$ cat src/rtl/dot_product_pkg.sv
// Shared definitions for dot_product_sched: scheduler state encoding, datapath widths
// and the batch-count helper.
package dot_product_pkg;
  localparam int DATA_W = 32;
  localparam int RES_W  = 64;

  typedef enum logic [2:0] {IDLE, START, STREAM, WAIT, RESP} state_t;

  function automatic int batches(input int n, input int unroll);
    return n / unroll;
  endfunction
endpackage

$ cat src/rtl/rr_arbiter.sv
// Round-robin arbiter: searches req starting at ptr, returns a one-hot grant,
// its encoded index and whether any request was found.
module rr_arbiter #(
  parameter int NREQ = 4
) (
  input  logic [NREQ-1:0]         req,
  input  logic [$clog2(NREQ)-1:0] ptr,
  output logic [NREQ-1:0]         grant,
  output logic [$clog2(NREQ)-1:0] idx,
  output logic                    any
);
  localparam int IW = $clog2(NREQ);

  always_comb begin
    int c;
    logic [IW-1:0] pos;
    c     = 0;
    pos   = '0;
    grant = '0;
    idx   = '0;
    any   = 1'b0;
    for (int i = 0; i < NREQ; i++) begin
      c = int'(ptr) + i;
      if (c >= NREQ) c = c - NREQ;
      pos = IW'(c);
      if (!any && req[pos]) begin
        any        = 1'b1;
        idx        = pos;
        grant[pos] = 1'b1;
      end
    end
  end
endmodule

$ cat src/rtl/dot_product_sched.sv
// Round-robin job scheduler feeding one shared dot-product engine from operand memories.
// Optional watchdog on the engine-done wait is enabled by defining SCHED_WATCHDOG_EN.
module dot_product_sched
  import dot_product_pkg::*;
#(
  parameter int NREQ   = 4,
  parameter int N      = 1024,
  parameter int UNROLL = 4,
  parameter int AW     = 10
`ifdef SCHED_WATCHDOG_EN
  , parameter int TIMEOUT = 100
`endif
) (
  input  logic                       clk,
  input  logic                       rst,
  input  logic [NREQ-1:0]            req_valid,
  output logic [NREQ-1:0]            req_ready,
  input  logic [NREQ*AW-1:0]         req_base_a,
  input  logic [NREQ*AW-1:0]         req_base_b,
  output logic                       mem_rd_en,
  output logic [AW-1:0]              mem_addr_a,
  output logic [AW-1:0]              mem_addr_b,
  input  logic [UNROLL*DATA_W-1:0]   mem_rdata_a,
  input  logic [UNROLL*DATA_W-1:0]   mem_rdata_b,
  output logic                       eng_start,
  output logic                       eng_valid,
  output logic [UNROLL*DATA_W-1:0]   eng_data_a,
  output logic [UNROLL*DATA_W-1:0]   eng_data_b,
  input  logic                       eng_done,
  input  logic [RES_W-1:0]           eng_result,
  output logic                       rsp_valid,
  input  logic                       rsp_ready,
  output logic [$clog2(NREQ)-1:0]    rsp_id,
  output logic [RES_W-1:0]           rsp_result,
  output logic                       rsp_err
);
  localparam int BATCHES = batches(N, UNROLL);
  localparam int KW      = $clog2(BATCHES + 1);
  localparam int IW      = $clog2(NREQ);

  state_t            state_reg, state_next;
  logic [IW-1:0]     ptr_reg, gid_reg;
  logic [AW-1:0]     base_a_reg, base_b_reg;
  logic [KW-1:0]     k_reg;
  logic [RES_W-1:0]  result_reg;
  logic              eng_valid_reg;
  logic [NREQ-1:0]   grant;
  logic [IW-1:0]     grant_idx;
  logic              grant_any;
  logic              accept, last_k, wd_expire;
  logic [AW-1:0]     base_a_arr [NREQ];
  logic [AW-1:0]     base_b_arr [NREQ];

  generate
    for (genvar gi = 0; gi < NREQ; gi++) begin : g_unpack
      assign base_a_arr[gi] = req_base_a[gi*AW +: AW];
      assign base_b_arr[gi] = req_base_b[gi*AW +: AW];
    end
  endgenerate

  rr_arbiter #(.NREQ(NREQ)) u_arb (
    .req   (req_valid),
    .ptr   (ptr_reg),
    .grant (grant),
    .idx   (grant_idx),
    .any   (grant_any)
  );

  assign accept = |(req_valid & req_ready);
  // k runs one step past the last read so the final beat drains before WAIT
  assign last_k = (k_reg == KW'(BATCHES));

  always_ff @(posedge clk or posedge rst) begin
    if (rst) state_reg <= IDLE;
    else     state_reg <= state_next;
  end

  always_comb begin
    state_next = state_reg;
    case (state_reg)
      IDLE:    if (accept) state_next = START;
      START:   state_next = STREAM;
      STREAM:  if (last_k) state_next = WAIT;
      WAIT:    if (eng_done || wd_expire) state_next = RESP;
      RESP:    if (rsp_ready) state_next = IDLE;
      default: state_next = IDLE;
    endcase
  end

  always_comb begin
    req_ready = '0;
    eng_start = 1'b0;
    mem_rd_en = 1'b0;
    rsp_valid = 1'b0;
    case (state_reg)
      IDLE:    if (!rst) req_ready = grant;
      START:   eng_start = 1'b1;
      STREAM:  mem_rd_en = !last_k;
      RESP:    rsp_valid = 1'b1;
      default: ;
    endcase
  end

  always_ff @(posedge clk or posedge rst) begin
    if (rst) begin
      ptr_reg       <= '0;
      gid_reg       <= '0;
      base_a_reg    <= '0;
      base_b_reg    <= '0;
      k_reg         <= '0;
      result_reg    <= '0;
      eng_valid_reg <= 1'b0;
    end else begin
      eng_valid_reg <= mem_rd_en;
      case (state_reg)
        IDLE: if (accept) begin
          base_a_reg <= base_a_arr[grant_idx];
          base_b_reg <= base_b_arr[grant_idx];
          gid_reg    <= grant_idx;
        end
        START:  k_reg <= '0;
        STREAM: if (!last_k) k_reg <= k_reg + KW'(1);
        WAIT: begin
          if (eng_done)       result_reg <= eng_result;
          else if (wd_expire) result_reg <= '0;
        end
        RESP: if (rsp_ready) ptr_reg <= (gid_reg == IW'(NREQ - 1)) ? '0 : gid_reg + IW'(1);
        default: ;
      endcase
    end
  end

`ifdef SCHED_WATCHDOG_EN
  localparam int WDW = $clog2(TIMEOUT + 1);
  logic [WDW-1:0] wd_cnt_reg;
  logic           err_reg;

  assign wd_expire = (state_reg == WAIT) && (wd_cnt_reg == WDW'(TIMEOUT - 1));

  always_ff @(posedge clk or posedge rst) begin
    if (rst) begin
      wd_cnt_reg <= '0;
      err_reg    <= 1'b0;
    end else begin
      wd_cnt_reg <= (state_reg == WAIT) ? wd_cnt_reg + WDW'(1) : '0;
      if (state_reg == START)                         err_reg <= 1'b0;
      else if (state_reg == WAIT && !eng_done && wd_expire) err_reg <= 1'b1;
    end
  end
  assign rsp_err = err_reg;
`else
  assign wd_expire = 1'b0;
  assign rsp_err   = 1'b0;
`endif

  assign mem_addr_a = base_a_reg + AW'(k_reg);
  assign mem_addr_b = base_b_reg + AW'(k_reg);
  assign eng_valid  = eng_valid_reg;
  assign eng_data_a = eng_valid_reg ? mem_rdata_a : '0;
  assign eng_data_b = eng_valid_reg ? mem_rdata_b : '0;
  assign rsp_id     = gid_reg;
  assign rsp_result = result_reg;
endmodule

$ cat config.mk
export PLATFORM = sky130hd
export DESIGN_NAME = dot_product_sched
export DESIGN_NICKNAME = d
export VERILOG_FILES = /design/src/rtl/dot_product_pkg.sv /design/src/rtl/rr_arbiter.sv /design/src/rtl/dot_product_sched.sv
export SDC_FILE = /design/constraint.sdc
export NUM_CORES = 1
export LEC_CHECK = 0
export CAP_MARGIN = 40
export CORE_AREA = 2 2 299 301
export DETAILED_ROUTE_END_ITERATION = 10
export DIE_AREA = 0 0 301 303
export PLACE_DENSITY = 0.36
export SYNTH_ARGS = -nofsm -noshare
export SYNTH_HDL_FRONTEND = slang
export SYNTH_SLANG_ARGS = --single-unit
$ cat constraint.sdc
create_clock -name clk -period 3.46 [get_ports clk]
set_clock_uncertainty 0.05 [all_clocks]
set_input_delay 0.692 -clock clk [delete_from_list [all_inputs] [get_ports clk]]
set_output_delay 0.692 -clock clk [all_outputs]
set_load 0.05 [all_outputs]
Word-level counts from Yosys, hierarchy flattened
Index checks and enable logic that the tools add are counted.
- register bits after elaboration: 101
- input port bits: 408
- output and inout bits: 351
- add/subtract/negate cells: 11
- magnitude comparators: 13
- eq/ne operators: 11
- multiplexer cells: 52
- bitwise logic cells: 5
- reductions and logical operators: 19
- operators by type and width (operator ; count):
    $mux W128 ; 2
    $bmux W10 S2 ; 2
    $mux W10 ; 4
    $mux W4 ; 6
    $add A10 B9 Y10 ; 2
    $mux W2 ; 9
    $pmux W9 S2 ; 1
    $pmux W3 S5 ; 1
    $mux W1 ; 14
    $ge A3 B3 Y1 const B ; 4
    $lt A2 B3 Y1 const B ; 4
    $mux W3 ; 4
    $or A4 B4 Y4 ; 3
    $ne A2 B2 Y1 const B ; 5
    $add A9 B1 Y9 const B ; 1
    $eq A9 B9 Y1 const B ; 1
    $mux W9 ; 1
    $bmux W1 S2 ; 4
    $demux W1 S2 ; 4
    $ge A2 B1 Y1 const B ; 4
    $reduce_and A2 Y1 ; 4
    $sub A2 B1 Y2 const B ; 4
    $logic_and A1 B1 Y1 ; 7
    $add A2 B2 Y3 const B ; 2
    14 further kinds ; 18

Longest topological paths before layout
- depth after elaboration: 20
- gate-level depth with buffers: 13

Cells and area by module
From an unflattened synthesis, not the netlist that was laid out.
- cells, all modules: 709
- area total of the unflattened synthesis: 7318.3 um^2
- by module, submodules not included (module ; instances ; cells each ; area an instance (um^2) ; seq. area each (um^2)):
    dot_product_sched ; 1 ; 664 ; 6896.6 ; 2527.4
    rr_arbiter ; 1 ; 45 ; 421.7 ; 0.0

Least setup slack after synthesis
No wires, ideal clock.
- kind: reg2out
- from: reg k_reg[1]
- to: out mem_addr_a[9]
- arrival time: 3.360 ns
- data required time: 2.718 ns
- setup slack: -0.642 ns
- cell stages (with the launch flop): 8
- buffers on the path: 0
- path through: dfrtp_1 ha_1 a21o_1 a21oi_1 o21bai_1 a21oi_1 o21ai_0 o311ai_0
- cells in the longest elaborated chain, start to end: 1
- ends and longest elaborated chain (element ; RTL line ; text):
    from (decl) ; dot_product_sched.sv:44 ; logic [KW-1:0] k_reg;
    from (signal assigned) ; dot_product_sched.sv:122 ; STREAM: if (!last_k) k_reg <= k_reg + KW'(1);
    $add A10 B9 Y10 ; dot_product_sched.sv:156 ; assign mem_addr_a = base_a_reg + AW'(k_reg);
    to (decl) ; dot_product_sched.sv:21 ; output logic [AW-1:0] mem_addr_a,
No other way between the ends.

Worst setup path in the final report
- from: in req_valid[2]
- to: out req_ready[2]
- cells in the longest elaborated chain, start to end: 14
- ends and longest elaborated chain (element ; RTL line ; text):
    from (decl) ; dot_product_sched.sv:16 ; input logic [NREQ-1:0] req_valid,
    $bmux W1 S2 ; rr_arbiter.sv:26 ; if (!any && req[pos]) begin
    $mux W1 (implied by the code) ; rr_arbiter.sv:26 ;
    $mux W1 ; rr_arbiter.sv:26 ;
    $logic_not A1 Y1 ; rr_arbiter.sv:26 ;
    $logic_and A1 B1 Y1 ; rr_arbiter.sv:26 ;
    $mux W1 ; rr_arbiter.sv:26 ;
    $logic_not A1 Y1 ; rr_arbiter.sv:26 ;
    $logic_and A1 B1 Y1 ; rr_arbiter.sv:26 ;
    $mux W1 ; rr_arbiter.sv:26 ;
    $logic_not A1 Y1 ; rr_arbiter.sv:26 ;
    $logic_and A1 B1 Y1 ; rr_arbiter.sv:26 ;
    $mux W4 (*) ; rr_arbiter.sv:26 ;
    $mux W4 (*) ; dot_product_sched.sv:96 ; IDLE: if (!rst) req_ready = grant;
    $mux W4 (*) ; dot_product_sched.sv:95 ; case (state_reg)
    to (decl) ; dot_product_sched.sv:17 ; output logic [NREQ-1:0] req_ready,
Mark *: on every way between the ends. The rest lies on a longest branch, timed or not. The select of a mux whose other input is x is not followed.

==> results.sh <==
export IMPL_start_util_pct=8.69
export IMPL_htreeDepth=3
export IMPL_vdd_drop_max_mv=0.613
export IMPL_track_usage_pct=12.2
export IMPL_io_pins=759
export IMPL_cts_hold_buffers=0
export IMPL_clkLatencyLatePin_ns=0.38
export IMPL_setup_slack_ns=0.0822
export IMPL_port_buffers=757
export IMPL_drv_slew=0
export IMPL_design_core_area_sq_um=88000
export IMPL_area_delta_synth_final_pct=124
export IMPL_worst_setup_path_type="in2out"
export IMPL_async_flop_share_pct=100
export IMPL_grt_pass1_wl_microns=76900
export IMPL_netlist_area_sq_um=7640
export IMPL_end_kind="output port"
export IMPL_clk_path_buf_depth=2
export IMPL_numCtsBuffers=9
export IMPL_ys_warn_count=0
export IMPL_overflow=0
export IMPL_cp_arrival_ns=2.64
export IMPL_finalHoldViolCount=0
export IMPL_drive_gt1_share_pct=16.7
export IMPL_ys_types=55
export IMPL_hpwl_microns=52900
export IMPL_vias=8947
export IMPL_grt_pass1_vias=9297
export IMPL_critPathLaunchType="input pin"
export IMPL_p_leak_uw=0.00693
export IMPL_drt_iter0_markers=419
export IMPL_ys_seq_area_share_pct=33.1
export IMPL_design_area_sq_um=17100
export IMPL_crit_path_top_delay_cell="clkdlybuf4s50_1"
export IMPL_dp_worst_setup_slack_ns=0.0180
export IMPL_placement_cell_area_sq_um=16700
export IMPL_cap_violations=0
export IMPL_cts_tree="yes"
export IMPL_setup_violations=0
export IMPL_fmax_mhz=296
export IMPL_fillers=9740
export IMPL_fp_dieArea_sq_um=91200
export IMPL_wl_per_cell_microns=21.8
export IMPL_path_max_fanout=12
export IMPL_ys_top_cells_by_area="dfrtp_1, and2_1, mux2_2"
export IMPL_antenna_found_initial=38
export IMPL_path_clk_slew_ns=0.08
export IMPL_fin_tns_setup_ns=0
export IMPL_synth_top_area_share_pct=33.1
export IMPL_chipHeight_microns=303
export IMPL_die_w_microns=301
export IMPL_avgSynthCellArea_sq_um=9.89
export IMPL_cts_num_sinks=101
export IMPL_grt_max_degree=82
export IMPL_hold_path_class="reg2reg"
export IMPL_cp_cell_sequence="clkdlybuf4s50_1 -> buf_4 -> nor2_1 -> a221oi_2 -> buf_4 -> nor3_4 -> a221oi_1 -> nor2_1 -> buf_12"
export IMPL_largest_reg_flops=64
export IMPL_status="completed"
export IMPL_ys_flop_type="dfrtp_1"
export IMPL_rsz0062_at_grt="true"
export IMPL_slowest_delay_ns=0.50
export IMPL_row_count=109
export IMPL_dr_pass1_iters=6
export IMPL_post_route_min_period_ns=3.38
export IMPL_powerDensity_nw_per_um2=983
export IMPL_drcViolationCount=0
export IMPL_viasPerCell=3.31
export IMPL_syn_inst=773
export IMPL_nets=1963
export IMPL_cts_root_buf="clkbuf_16"
export IMPL_maxSlewHeadroom_pct=40.7
export IMPL_place_gp_congestion=0.838
export IMPL_wl_microns=58900
export IMPL_yosysTopAreaCell="dfrtp_1"
export IMPL_period_share_pct=97.6
export IMPL_synth_edf_count=0
export IMPL_cp_required_ns=2.72
export IMPL_final_core_util_pct=19.5
export IMPL_ant_nets=0
export IMPL_synth_seq_cells=101
export IMPL_worst_slew_pin_transition_ns=0.887
export IMPL_totalPowerFinal_uw=16900
export IMPL_syn_nets=1212
-- cell usage after synthesis (3+ instances only) --
cell type,n
nor2_1,21
inv_1,22
a21oi_1,16
mux2_2,74
nand2_1,20
buf_6,7
mux2_4,14
xnor2_1,9
ha_1,29
clkbuf_1,36
a22oi_1,5
mux2i_1,62
buf_2,5
a21o_1,5
o21bai_1,4
o311ai_0,3
xor2_1,10
o21ai_0,12
a221oi_1,5
dfrtp_1,101
nand4_1,4
and2_1,258
and3_1,4
nor3_1,4
-- stage by stage --
stage,instances,hold slack [ns]
final,2702,0.463
after CTS,2694,0.465
after floorplan,773,0.436
after detailed placement,2676,0.443
after global placement,2676,0.440
after global routing,2696,0.477
-- placed cells by master, fill, tap and decap left out, types with 5 or more instances in the layout --
cell             netlist  final
clkdlybuf4s50_1        0    673
and2_1               258    258
dfrtp_1              101     99
buf_4                  2     98
mux2_2                74     74
mux2i_1               62     62
ha_1                  29     27
nor2_1                21     21
inv_1                 22     20
nand2_1               20     20
buf_12                 2     18
mux2_4                14     14
a21oi_1               16     11
clkbuf_16              0     10
xnor2_1                9      9
diode_2                0      8
xor2_1                10      8
o21ai_0               12      8
a22oi_1                5      5
a21oi_2                0      5
-- where the power goes --
part / internal, uW / leakage (uW) / total, uW / switching [uW]
logic: 4970 / 0.00558 / 13600 / 8640
clock network: 506 / 0.000133 / 1060 / 553
registers: 1750 / 0.00122 / 2180 / 434
-- kinds of logic (layout without fill, tap and decap cells) --
kind of cell             count (synthesis)  count (layout)  synth area share [%]
AND/OR/NAND/NOR                        330             330                  26.1
multiplexers                           152             152                  22.4
flip-flops                             101             101                  33.1
buffers and inverters                   74             830                  4.93
AO/OA/AOI/OAI                           65              65                  6.07
adder cells (fa/ha/maj)                 31              31                  5.27
XOR/XNOR                                19              19                  2.18
other                                    1               9                0.0491
-- worst paths after layout --
kind	startpoint	end	slack [ns]	cells past startpoint
max	req_valid[2]	req_ready[2]	0.08	9
min	rsp_result[17]$_DFFE_PP0P_	rsp_result[17]$_DFFE_PP0P_	0.46	1
max reg2reg	ptr_reg[0]$_DFFE_PP0P_	base_a_reg[8]$_DFFE_PP0P_	0.59	10
min reg2reg	rsp_result[17]$_DFFE_PP0P_	rsp_result[17]$_DFFE_PP0P_	0.46	1
max in group asynchronous	rst	rsp_result[6]$_DFFE_PP0P_	1.90	3
min in group asynchronous	rst	state_reg[2]$_DFFE_PP0P_	0.70	2
-- worst max-delay path: cells and delay by family --
kind | cells | cell delay (ns)
AO/OA/AOI/OAI | 2 | 0.63
AND/OR/NAND/NOR | 3 | 0.26
buffers and inverters | 4 | 1.04
-- area by class of cell --
class	instances	area (sq um)	share of cell area, %
Timing Repair Buffer	792	7880	46.0
Antenna cell	8	20.0	0.117
Multi-Input combinational cell	598	4870	28.4
Clock buffer	9	225	1.31
Inverter	22	85.1	0.496
Tap cell	1165	1460	8.51
Sequential cell	101	2530	14.8
Clock inverter	7	67.6	0.394
-- what timing repair did --
item / in CTS / in global routing
endpoints found under the setup margin: 6 / 10
pin swaps: 7 / 4
gates resized for setup: 11 / 12
setup buffers: 2 / 0
-- per-layer routing --
layer / vias to the layer above / wire [microns] / GRT usage, %
li1: 4098 / - / -
met1: 4244 / 22800 / 13.9
met2: 493 / 28400 / 20.6
met3: 76 / 6760 / 6.00
met4: 36 / 734 / 2.20
met5: - / 213 / 0
No activity file was read; power rests on OpenSTA's default activity.
